## config.mk

```make
export PLATFORM = sky130hd
export DESIGN_NAME = rf_write_arbiter
export DESIGN_NICKNAME = d
export VERILOG_FILES = /design/src/rtl/rf_write_arbiter_pkg.sv /design/src/rtl/sync_fifo.sv /design/src/rtl/rf_write_arbiter.sv
export SDC_FILE = /design/constraint.sdc
export NUM_CORES = 1
export LEC_CHECK = 0
export ABC_AREA = 1
export BUFFER_PORTS_ARGS = -buffer_cell sky130_fd_sc_hd__buf_2
export CAP_MARGIN = 25
export CORE_ASPECT_RATIO = 0.5
export CORE_MARGIN = 2
export CORE_UTILIZATION = 40
export CTS_CLUSTER_SIZE = 20
export DETAILED_ROUTE_END_ITERATION = 10
export PLACE_DENSITY_LB_ADDON = 0.25
export SETUP_SLACK_MARGIN = 0.3
export SYNTH_ARGS = -nofsm -noshare
export SYNTH_HDL_FRONTEND = slang
export SYNTH_SLANG_ARGS = --single-unit
```

## constraint.sdc

```tcl
create_clock -name clk -period 5.52 [get_ports clk]
set_input_delay 1.104 -clock clk [delete_from_list [all_inputs] [get_ports clk]]
set_output_delay 1.104 -clock clk [all_outputs]
set_load 0.01 [all_outputs]
```

## src/rtl/rf_write_arbiter_pkg.sv

```systemverilog
// rf_write_arbiter_pkg: shared register-file write types and arbiter state encoding.
package rf_write_arbiter_pkg;
    localparam int REG_ID_W = 6;
    localparam int DATA_W   = 32;

    typedef struct packed {
        logic [REG_ID_W-1:0] id;
        logic [DATA_W-1:0]   data;
    } rf_write_t;

    typedef enum logic {ARB, FORCE} arb_state_t;
endpackage

```

## src/rtl/sync_fifo.sv

```systemverilog
// sync_fifo: single-clock FIFO with wrapping pointers and a separate occupancy count.
module sync_fifo #(
    parameter int DEPTH = 4,
    parameter int W     = 8
) (
    input  logic                   clk,
    input  logic                   reset,
    input  logic                   push,
    input  logic                   pop,
    input  logic [W-1:0]           din,
    output logic [W-1:0]           dout,
    output logic                   full,
    output logic                   empty,
    output logic [$clog2(DEPTH):0] count
);
    localparam int AW = $clog2(DEPTH);
    logic [W-1:0]  mem [DEPTH];
    logic [AW-1:0] wr_ptr, rd_ptr;
    logic          push_ok, pop_ok;

    assign full    = count == (AW+1)'(DEPTH);
    assign empty   = count == '0;
    assign push_ok = push && !full;
    assign pop_ok  = pop && !empty;
    assign dout    = mem[rd_ptr];

    always_ff @(posedge clk) begin
        if (reset) begin
            wr_ptr <= '0;
            rd_ptr <= '0;
            count  <= '0;
        end else begin
            if (push_ok) wr_ptr <= wr_ptr + AW'(1);
            if (pop_ok) rd_ptr <= rd_ptr + AW'(1);
            count <= count + (AW+1)'(push_ok) - (AW+1)'(pop_ok);
        end
    end

    always_ff @(posedge clk)
        if (push_ok) mem[wr_ptr] <= din;
endmodule

```

## src/rtl/rf_write_arbiter.sv

```systemverilog
// rf_write_arbiter: shares the register-file write port between WB (priority)
// and a FIFO-buffered multi-cycle unit, with a starvation-driven stall request.
module rf_write_arbiter #(
    parameter int DEPTH    = 4,
    parameter int MAX_WAIT = 8,
    parameter int ID_W     = 6,
    parameter int DATA_W   = 32
) (
    input  logic                   clk,
    input  logic                   reset,
    input  logic                   wb_valid,
    input  logic [ID_W-1:0]        wb_id,
    input  logic [DATA_W-1:0]      wb_data,
    input  logic                   mc_valid,
    output logic                   mc_ready,
    input  logic [ID_W-1:0]        mc_id,
    input  logic [DATA_W-1:0]      mc_data,
    output logic                   write_en,
    output logic [ID_W-1:0]        write_id,
    output logic [DATA_W-1:0]      write_data,
    output logic                   stall_req,
    output logic [$clog2(DEPTH):0] mc_count
);
    import rf_write_arbiter_pkg::*;
    localparam int WW = $clog2(MAX_WAIT + 1);

    logic [ID_W+DATA_W-1:0] head;
    logic                   full, empty, push, pop, wb_req, head_lost, grant;
    logic [ID_W-1:0]        head_id, next_id;
    logic [DATA_W-1:0]      next_data;
    logic [WW-1:0]          wait_cnt, wait_cnt_nxt;
    arb_state_t             state, state_nxt;

    sync_fifo #(.DEPTH(DEPTH), .W(ID_W + DATA_W)) u_fifo (
        .clk(clk), .reset(reset), .push(push), .pop(pop),
        .din({mc_id, mc_data}), .dout(head),
        .full(full), .empty(empty), .count(mc_count)
    );

    assign mc_ready  = !full;
    assign push      = mc_valid && mc_ready;
    assign head_id   = head[ID_W+DATA_W-1:DATA_W];
    // A write to r0 is no request at all: WB with id 0 yields the slot to MC.
    assign wb_req    = wb_valid && wb_id != '0;
    assign pop       = !empty && !wb_req;
    assign head_lost = !empty && !pop;
    assign grant     = wb_req || (pop && head_id != '0);
    assign next_id   = wb_req ? wb_id : head_id;
    assign next_data = wb_req ? wb_data : head[DATA_W-1:0];

    always_ff @(posedge clk) begin
        if (reset) begin
            write_en   <= 1'b0;
            write_id   <= '0;
            write_data <= '0;
        end else begin
            write_en <= grant;
            if (grant) begin
                write_id   <= next_id;
                write_data <= next_data;
            end
        end
    end

    always_ff @(posedge clk) begin
        if (reset) begin
            state    <= ARB;
            wait_cnt <= '0;
        end else begin
            state    <= state_nxt;
            wait_cnt <= wait_cnt_nxt;
        end
    end

    always_comb begin
        state_nxt    = state;
        wait_cnt_nxt = (state == ARB && head_lost) ? wait_cnt + WW'(1) : '0;
        if (state == ARB)
            state_nxt = (head_lost && wait_cnt == WW'(MAX_WAIT - 1)) ? FORCE : ARB;
        else
            state_nxt = pop ? ARB : FORCE;
    end

    always_comb stall_req = state == FORCE;
endmodule

```

=== Word level (Yosys, flattened, before mapping) ===
Memories as Yosys holds them, arrays and structs flattened. A register that Yosys moved wholly into a read port is not among the register bits.
Cells that the tools add are included.

* $lt $le $gt $ge: 0
* Bitwise gates (word level): 2
* Multiply operators: 0
* Shifts and indexed selects: 0
* Mux-type cells: 9
* $add $sub $neg: 5
* Div/mod/pow operators: 0
* Equal/unequal tests: 2
* Reduce and logical (&&, ||, !) cells: 18

{| class="wikitable"
|+ Operators by type and width
! kind !! count
|-
| two-way mux 32 bit || 1
|-
| nonzero test 6 bit || 2
|-
| logical AND 1 bit || 9
|-
| two-way mux 6 bit || 1
|-
| two-way mux 1 bit || 5
|-
| adder 2 x 1 -> 2 bit, second input constant || 2
|-
| adder 4 x 1 -> 4 bit, second input constant || 1
|-
| == test 4 x 3 -> 1 bit, second input constant || 1
|-
| zero test 1 bit || 4
|-
| two-way mux 2 bit || 2
|-
| adder 3 x 1 -> 3 bit || 1
|-
| == test 3 bit, second input constant || 1
|-
| zero test 3 bit || 1
|-
| subtractor 3 x 1 -> 3 bit || 1
|-
| inverter 1 bit || 2
|-
| OR reduction 2 bit || 1
|-
| logical OR 1 bit || 1
|}

* ROM bits: 0
* Bits in registers: 51
* Memories: 1
* Bits in writable memories: 152
* Output and inout bits: 44
* Bits in latches: 0
* Word-level logic and storage cells: 45

{| class="wikitable"
|+ Memories
! name !! words !! width !! rd ports !! clocked after Yosys merged registers in !! write ports !! RTL line !! text
|-
| u_fifo.mem || 4 || 38 || 1 || 1 || 1 || sync_fifo.sv:17 || <nowiki>logic [W-1:0] mem [DEPTH];</nowiki>
|}

=== Logic depth before layout (Yosys ltp) ===
Gate-level depths: netlist of the first run.

* Depth in word-level cells: 9
* Gate-level depth with buffers: 13
* Gate-level depth less buffers: 11

=== Cells and area by module ===
A second synthesis of the first run with hierarchy kept.

* Cell total of the unflattened synthesis: 844
* Area, all modules: 8624.5 µm²

{| class="wikitable"
|+ By module, submodules not included
! module !! instances !! cells each !! area an instance (µm²) !! seq. area each (µm²)
|-
| sync_fifo || 1 || 437 || 6124.6 || 4744.6
|-
| rf_write_arbiter || 1 || 407 || 2499.9 || 880.8
|}

=== Worst setup path before layout of the first run ===
No wires, ideal clock.

* Path type: input port to flip-flop
* From: in mc_valid
* To: mem u_fifo.mem[0][0] (netlist bit) (enable)
* Cell stages on the path: 2
* Data required time: 5.087 ns
* Setup slack: 2.209 ns
* Data arrival time: 2.877 ns
* Buffers on the path: 0
* Cells stage by stage: nand2_1 > nor2_1

* Longest elaborated chain between the ends: 4

{| class="wikitable"
|+ RTL lines
! what !! RTL line !! text
|-
| start: declaration || rf_write_arbiter.sv:14 || <nowiki>input logic mc_valid,</nowiki>
|-
| logical AND 1 bit || rf_write_arbiter.sv:41 || <nowiki>assign push = mc_valid && mc_ready;</nowiki>
|-
| logical AND 1 bit || sync_fifo.sv:23 || <nowiki>assign push_ok = push && !full;</nowiki>
|-
| two-way mux 1 bit || sync_fifo.sv:40 || <nowiki>if (push_ok) mem[wr_ptr] <= din;</nowiki>
|-
| two-way mux 1 bit (implied by the code) || sync_fifo.sv:40 ||
|-
| end: declaration || sync_fifo.sv:17 ||
|}

Every way passes these cells.

=== Final worst setup path of the first run ===
* From: in wb_id[4]
* To: reg u_fifo.count[1]

* Longest elaborated chain between the ends: 6

{| class="wikitable"
|+ RTL lines
! what !! RTL line !! text
|-
| start: declaration || rf_write_arbiter.sv:12 || <nowiki>input logic [ID_W-1:0] wb_id,</nowiki>
|-
| nonzero test 6 bit || rf_write_arbiter.sv:44 || <nowiki>assign wb_req = wb_valid && wb_id != '0;</nowiki>
|-
| logical AND 1 bit || rf_write_arbiter.sv:44 ||
|-
| zero test 1 bit || rf_write_arbiter.sv:45 || <nowiki>assign pop = !empty && !wb_req;</nowiki>
|-
| logical AND 1 bit || rf_write_arbiter.sv:45 ||
|-
| logical AND 1 bit || sync_fifo.sv:24 || <nowiki>assign pop_ok = pop && !empty;</nowiki>
|-
| via u_fifo.pop_ok || sync_fifo.sv:19 || <nowiki>logic push_ok, pop_ok;</nowiki>
|-
| subtractor 3 x 1 -> 3 bit || sync_fifo.sv:35 || <nowiki>count <= count + (AW+1)'(push_ok) - (AW+1)'(pop_ok);</nowiki>
|-
| end signal: assignment || sync_fifo.sv:35 ||
|-
| end: declaration || sync_fifo.sv:14 || <nowiki>output logic [$clog2(DEPTH):0] count</nowiki>
|}

The timed path passes the listed nets, and every way through them passes these cells.
A chain may end at the register's enable or synchronous reset.

==> flow_summary.toml, run 1 <==
[run_status]
status = "finished clean"

[route]
drt-pass1-iter-count = 4
avgViaCountPerCell = 4.99
ant_nets = 0
dr_total_vias = 6155
drt-total-wl_mm = 20.4
drt_first_iter_violations = 540
wl_per_cell_um = 16.5
drc = 0

[critical_path]
cp-end-kind = "flip-flop"
r2r_start = "u_fifo.count[1]"
path_max_fanout = 45
required_ps = 5890
critPathLaunchType = "input pin"
crit_arrival_ps = 3200
timing.critical_path.from = "wb_id[4]"
path_class = "input pin to flip-flop"

[timing]
finalWorstPathRequiredPeriod_ps = 2830
slew_headroom = 0.364
finalHoldViolCount = 0
period_share = 0.512
fmax_mhz = 354
maxSlewViolCount = 0
setup_viol = 0
clock_skew_ps = 21.3
setup_tns_ps = 0
tightest_slew_ps = 952
rsz0062_at_grt = "no"

[synth]
synth_compound_area_frac = 0.0949
muxShareOfSynthArea = 0
ys_ff_latch = 205
ys_top_cells_by_count = "180 x nand2_1, 152 x edfxtp_1, 117 x nor2_1, 74 x o21ai_0, 59 x inv_1"
yosysWarnings = 0
synth_area_leaders = "edfxtp_1 54%, dfxtp_1 13%, nand2_1 8.0%"
synth_top_family_by_area = "simple AND/OR/NAND/NOR gates"
synth_edf_count = 152
avgSynthCellArea_sq_um = 10.1
yosysTopAreaCellShare = 0.541
synth_top_area_cell = "edfxtp_1"
synth_cell_types = 22
synth_nets = 924
synthArstFlopShare = 0
ys_seq_area_frac = 0.667
yosys.area_share.adder = 0.0128
yosysMostFrequentCell = "nand2_1"
synth-main-ff-cell = "edfxtp_1"
synth_cells = 836
syn_area_sq_um = 8430
yosys.area_share.xor_xnor = 0.00312
synth-simple-area-share = 0.167

[pwr]
powerDensity_nw_per_um2 = 451
leakage_nw = 4.05
peakVddDrop_mv = 0.226

[die]
num_io_pins = 124
rows = 37
initial_core_util = 0.409
die_h_um = 107
core-area_sq_um = 20600
die_area_sq_um = 22300
die_w_um = 209

[global_route]
grt_max_degree = 110
track_usage = 0.181
grt.overflow.total = 0
grt_pass1_wl_mm = 31.4
grt_pass1_vias = 5721
antenna_found_initial = 5

[worst_hold_path]
hp-class = "flip-flop to flip-flop"
hold_start = "wait_cnt[0]"

[cts]
clk_latency_ps = 500
post_cts_resized = 0
clkSinkCount = 205
clk_path_buf_depth = 3
cts-htree-levels = 1
cts_tree = "built"
cts_buffers = 20
clk_pin_slew_worst_paths_ps = 70
postCtsSetupRepairBufs = 0
cts-root-buf = "clkbuf_16"
hold_buffers = 0

[job]
drv_cap = 0

[finish]
area_growth_pct = 18.2
nets = 1030
final_cells = 1233
drive_above_1_share = 0.184
n_fill_cell = 1872

[place]
dpl.cell_count = 1192
io_buffers = 123
dp_hpwl_mm = 12.8
gp_congestion = 0.823
==> worst max-delay path: stages <==
cell and delay (ps):
buf_2 130, nor2_1 80, nand3_1 130, nand2_4 80, clkinv_1 50, buf_4 260, nor2_1 340, ha_1 300
inv_1 50, ha_1 160, fa_1 410, inv_1 60, nor2_1 30
==> power breakdown <==
part / switching, mW / internal [mW] / total (mW)
Sequential: 0.0889 / 1.89 / 1.98
Clock: 0.575 / 0.760 / 1.33
Combinational: 0.807 / 0.379 / 1.19
==> final cells by class <==
| type | count | area, sq um | area share |
|---|---|---|---|
| Sequential cell | 205 | 5630 | 0.564 |
| Timing Repair Buffer | 136 | 738 | 0.0740 |
| Multi-Input combinational cell | 518 | 2380 | 0.239 |
| Tap cell | 273 | 342 | 0.0343 |
| Inverter | 61 | 229 | 0.0230 |
| Antenna cell | 4 | 10.0 | 0.00100 |
| Clock inverter | 11 | 96.3 | 0.00966 |
| Clock buffer | 25 | 549 | 0.0551 |
==> path summary, 6_finish.rpt <==
path	to	slack, ps	cells past startpoint
max	u_fifo.count[1]	2690	13
min	wait_cnt[0]	450	1
max reg2reg	u_fifo.mem[0][1]	3090	5
min reg2reg	wait_cnt[0]	450	1
==> layout by cell type (no fill, tap or decap), types with 5 or more instances in the layout <==
| cell type | n |
|---|---|
| o21ai_0 | 74 |
| nor2_1 | 113 |
| buf_2 | 123 |
| nand2_1 | 179 |
| edfxtp_1 | 152 |
| o22ai_1 | 32 |
| inv_1 | 59 |
| buf_4 | 11 |
| dfxtp_1 | 52 |
| nand3_1 | 53 |
| a21oi_1 | 46 |
| clkbuf_16 | 20 |
| clkinv_2 | 5 |
| ha_1 | 7 |
==> metrics by stage <==
step | area, sq um | worst slack, ps | power, mW | utilization | hold slack, ps
6_report | 9970 | 2690 | 4.50 | 0.484 | 447
5_1_grt | 9960 | 2510 | 4.77 | 0.483 | 484
4_1_cts | 9940 | 2690 | 4.53 | 0.482 | 448
3_5_place_dp | 9290 | 2190 | 3.19 | 0.451 | 439
3_3_place_gp | 9290 | 2210 | 3.18 | 0.451 | 432
2_1_floorplan | 8430 | 2210 | 2.80 | - | 418
==> cell families after synthesis <==
family          count (synthesis)
simple gates                  355
flops                         205
compound gates                152
buf+inv                       113
fa+ha+maj                       8
xor+xnor                        3
==> registers in the layout, indices dropped and copies added (netlist names), named ones only <==
name and cells:
u_fifo.mem 152, write_id 6, write_data 32, write_en 1
stall_req 1, wait_cnt 4, u_fifo.count 3, u_fifo.rd_ptr 2
u_fifo.wr_ptr 2
==> routing by layer <==
metal / vias to the layer above / share of wire / track usage
met3: 27 / 0.073 / 0.0445
li1: 3043 / - / -
met2: 171 / 0.43 / 0.276
met1: 2912 / 0.48 / 0.264
met4: 2 / 0.016 / 0.0372
met5: - / 0.00064 / 0
No activity file was read; power rests on OpenSTA's default activity.
==> inputs of run 2 (changes only) <==
Clock period 5.52 ns to 2.28 ns, I/O delays scaled along.
==> run 2 against run 1 <==
  * Non-clock buffer count grew 16
  * Register-to-register slack lost 2700 ps
  * Hold slack got worse by 270 ps
  * Sequential power increased by 140%
  * Clock power grew to 2.7 times the previous value
  * Die area unchanged
  * Critical path depth down 4
  * Setup slack lost 2300 ps
  * Largest cell class unchanged
==> flow_summary.toml, run 2 (synthesis results as in run 1) <==
[pwr]
powerDensity_nw_per_um2 = 1110
leakage_nw = 4.19
peakVddDrop_mv = 0.404
p_total_mw = 11.4

[timing]
fmax_mhz = 537
finalWorstPathRequiredPeriod_ps = 1860
slew_headroom = 0.638
clock_skew_ps = 12.1
tightest_slew_ps = 544
setup_ws_ps = 416
setup_viol = 0
maxSlewViolCount = 0
finalHoldViolCount = 0
period_share = 0.817
rsz0062_at_grt = "no"

[finish]
final_cell_mix = "179 x nand2_1, 152 x edfxtp_1, 123 x buf_2, 112 x nor2_1, 74 x o21ai_0"
drive_above_1_share = 0.203
largest_register = "u_fifo.mem"
area_growth_pct = 22.0
final_cells = 1250
largest_reg_flops = 152
reg_top3 = "u_fifo.mem (152), write_data (32), write_id (6)"
post-route-util = 0.499
nets = 1046
final_common_cell = "nand2_1"

[die]
rows = 37
die_w_um = 209
num_io_pins = 124
initial_core_util = 0.409
core-area_sq_um = 20600
die_h_um = 107
die_area_sq_um = 22300

[route]
drt_first_iter_violations = 485
dr_total_vias = 6160
drc = 0
wl_per_cell_um = 15.8
drt-total-wl_mm = 19.8
ant_nets = 0
drt-pass1-iter-count = 5
avgViaCountPerCell = 4.93

[global_route]
grt.overflow.total = 0
track_usage = 0.173
grt_pass1_vias = 5792
grt_pass1_wl_mm = 30.4
grt_max_degree = 110
antenna_found_initial = 6

[critical_path]
critPathLaunchType = "flip-flop"
path_max_fanout = 3
required_ps = 2700
crit_arrival_ps = 2290
r2r_cells = 9
path_class = "flip-flop to flip-flop"
cp-end-kind = "flip-flop"

[place]
dp_hpwl_mm = 12.1
dpl_worst_slack_ps = 177
io_buffers = 123
dpl.cell_count = 1207
gp_congestion = 0.753

[job]
drv_cap = 0

[cts]
cts-htree-levels = 1
clk_pin_slew_worst_paths_ps = 70
cts-root-buf = "clkbuf_16"
clk_path_buf_depth = 3
cts_buffers = 20
clkSinkCount = 205
cts_tree = "built"
clk_latency_ps = 490

[worst_hold_path]
hp-class = "input pin to flip-flop"
holdPathStages = 1

[run_status]
status = "finished clean"
==> run 2: worst paths after layout <==
check | endpoint | startpoint | slack, ps
max | u_fifo.count[1] | u_fifo.count[0] | 420
min | u_fifo.mem[3][29] | mc_data[29] | 180
max reg2reg | u_fifo.count[1] | u_fifo.count[0] | 420
min reg2reg | wait_cnt[0] | wait_cnt[0] | 450
==> run 2: worst max-delay path: stages, from the launching register on <==
cell	delay, ps
dfxtp_2	330
nor3_2	190
buf_4	150
nor2_4	40
ha_1	250
inv_1	30
ha_1	180
fa_2	520
inv_1	30
nor2_1	60
==> run 2: layout make-up <==
| class | instances | area [sq um] |
|---|---|---|
| Clock buffer | 26 | 564 |
| Multi-Input combinational cell | 518 | 2390 |
| Timing Repair Buffer | 152 | 958 |
| Clock inverter | 10 | 150 |
| Inverter | 61 | 236 |
| Tap cell | 273 | 342 |
| Antenna cell | 5 | 12.5 |
| Sequential cell | 205 | 5630 |
| Fill cell | 1846 | 10300 |
==> run 2: power breakdown <==
part	switching (mW)	leakage, nW	internal (mW)	total, mW
Combinational	1.94	2.00	1.12	3.06
Clock	1.37	0.350	2.20	3.57
Sequential	0.211	1.83	4.57	4.78
Total	3.52	4.19	7.89	11.4
==> run 2: routing by layer <==
| metal | track usage | up-vias | part of all wire |
|---|---|---|---|
| met5 | 0 | - | 0.00066 |
| met4 | 0.0413 | 2 | 0.016 |
| met3 | 0.0431 | 25 | 0.057 |
| met2 | 0.285 | 134 | 0.46 |
| met1 | 0.231 | 2919 | 0.46 |
| li1 | - | 3080 | - |
==> run 2: stage by stage <==
stage	hold WS, ps	cell area [sq um]	setup TNS (ps)
2_1_floorplan	418	8450	-3190
3_3_place_gp	430	9500	0
3_5_place_dp	446	9500	0
4_1_cts	161	10200	0
5_1_grt	159	10300	0
6_report	177	10300	0
==> run 2: timing repair <==
item | CTS | global route
hold buffers | 0 | 0
gates resized for setup | 1 | 9
endpoints found under the setup margin | 1 | 41
setup buffers | 0 | 1
pin swaps | 0 | 2
gates cloned | 0 | 1
==> inputs of run 3 (changes only) <==
Clock period 2.28 ns to 1.68 ns, I/O delays scaled along.
==> run 3 against run 2 <==
  * The run now ends with negative setup slack left
  * Combinational power grew to 2.6 times the previous value
  * Fmax up 0.50%
  * Critical path depth grew 6
  * Sequential cell count is the same
  * Hold slack lost 130 ps
  * Final cell count up 7.6%
  * Sequential share of layout area fell by 8.9 points
  * Via count is 11% higher
  * Core utilization rose by 9.8 points
  * Critical endpoint is now write_data[5]
  * Largest cell class unchanged
  * Largest power group is now combinational logic
  * Highest routed layer unchanged
==> flow_summary.toml, run 3 (synthesis results as in run 1) <==
[timing]
maxSlewViolCount = 0
fmax_mhz = 539
setup_tns_ps = -3360
finalWorstPathRequiredPeriod_ps = 1850
tightest_slew_ps = 662
period_share = 1.10
clock_skew_ps = 11.4
setup_viol = 62
setup_ws_ps = -174
rsz0062_at_grt = "yes"
slew_headroom = 0.559
finalHoldViolCount = 0

[cts]
cts-root-buf = "clkbuf_16"
cts_buffers = 20
clkSinkCount = 205
clk_latency_ps = 500
cts_tree = "built"
cts-htree-levels = 1
clk_path_buf_depth = 3
clk_pin_slew_worst_paths_ps = 70

[global_route]
grt_max_degree = 67
track_usage = 0.219
grt.overflow.total = 0
antenna_found_initial = 3
grt_pass1_wl_mm = 37.5
grt_pass1_vias = 6710

[pwr]
p_total_mw = 19.1
leakage_nw = 5.04
powerDensity_nw_per_um2 = 1550
peakVddDrop_mv = 0.676

[worst_hold_path]
hp-class = "input pin to flip-flop"

[die]
die_area_sq_um = 22300
die_h_um = 107
die_w_um = 209
initial_core_util = 0.409
rows = 37
num_io_pins = 124
core-area_sq_um = 20600

[route]
drc = 0
drt-pass1-iter-count = 5
dr_total_vias = 6861
avgViaCountPerCell = 5.10
drt-total-wl_mm = 24.9
drt_first_iter_violations = 608
ant_nets = 0
wl_per_cell_um = 18.5

[finish]
final_common_cell = "nand2_1"
drive_above_1_share = 0.371
largest_reg_flops = 152
area_growth_pct = 46.0
fin_area_sq_um = 12300
final_cell_mix = "159 x nand2_1, 152 x edfxtp_1, 119 x buf_2, 109 x nor2_1, 70 x o21ai_0"
nets = 1145
largest_register = "u_fifo.mem"
reg_top3 = "u_fifo.mem (152), write_data (32), write_id (6)"

[run_status]
violations = "negative setup slack"
status = "finished with violations"

[critical_path]
reg2reg_to = "write_data[5]"
crit_end = "write_data[5]"
crit_arrival_ps = 2250
required_ps = 2070
rrSetupSlack_ps = -170
critPathLaunchType = "flip-flop"
cp-end-kind = "flip-flop"
path_class = "flip-flop to flip-flop"
path_max_fanout = 8
r2r_cells = 15

[place]
dp_hpwl_mm = 13.4
placed_cell_area_sq_um = 9970
gp_congestion = 0.788
io_buffers = 123

[job]
drv_cap = 0
==> run 3: changes by cell type in the layout (fill, tap and decap cells not counted), moves of 6 or more <==
cell	before	now
nand3_1	53	13
nand3_2	0	39
buf_6	2	31
a21oi_1	46	18
buf_4	18	45
a21oi_2	0	26
buf_16	0	20
nand2_1	179	159
buf_12	8	26
nand2_2	1	18
clkbuf_1	3	9
==> run 3: worst min path at each step <==
stage | slack [ps] | cells past startpoint | to | startpoint
5_1_grt | 40 | 1 | u_fifo.mem[3][24] | mc_data[24]
3_3_place_gp | 430 | 1 | wait_cnt[0] | wait_cnt[0]
4_1_cts | 40 | 1 | u_fifo.mem[3][24] | mc_data[24]
3_5_place_dp | 450 | 1 | wait_cnt[0] | wait_cnt[0]
2_1_floorplan | 400 | 1 | u_fifo.count[0] | reset
6_report | 50 | 1 | u_fifo.mem[3][24] | mc_data[24]
==> run 3: through the flow <==
step	std cells	hold slack [ps]	util	setup WS (ps)
CTS	1331	39.2	0.581	-101
finish	1345	50.3	0.598	-174
global placement	1236	432	0.484	-275
floorplan	836	398	-	-159
detailed placement	1236	447	0.484	-288
global route	1344	42.0	0.598	-262
==> run 3: final cells by class <==
class | instances | area, sq um
Timing Repair Buffer | 251 | 2550
Fill cell | 1582 | 8290
Inverter | 61 | 243
Clock buffer | 31 | 573
Clock inverter | 5 | 98.8
Tap cell | 273 | 342
Sequential cell | 205 | 5640
Antenna cell | 1 | 2.50
Multi-Input combinational cell | 518 | 2860
==> run 3: per-layer routing <==
metal | global-route usage | wire [um]
met3 | 0.0460 | 2070
met2 | 0.357 | 11500
met5 | 0 | 24
met4 | 0.0515 | 462
met1 | 0.304 | 10800
==> run 3: worst max-delay path, stage by stage (launching register included) <==
cell and delay [ps]:
dfxtp_4 390, buf_8 160, nand2_4 50, nand3_2 60, nand2_2 90, nand2_2 60, nor2_2 120, nand2_2 80
nand2_4 90, buf_6 130, buf_6 130, buf_12 100, buf_12 100, nand3_1 70, nand2_1 80, nor2_1 40
==> run 3: report_power, final <==
group,switching (mW),internal (mW)
clock network,1.87,2.81
logic,3.99,3.91
registers,0.297,6.21
total,6.16,12.9
==> run 3: repair_timing <==
item,in CTS,in global routing
hold endpoints to repair,0,0
endpoints found under the setup margin,199,199
setup buffers,39,7
resized for setup,123,28
gates cloned,20,6
hold buffers,0,0
pin swaps,57,13
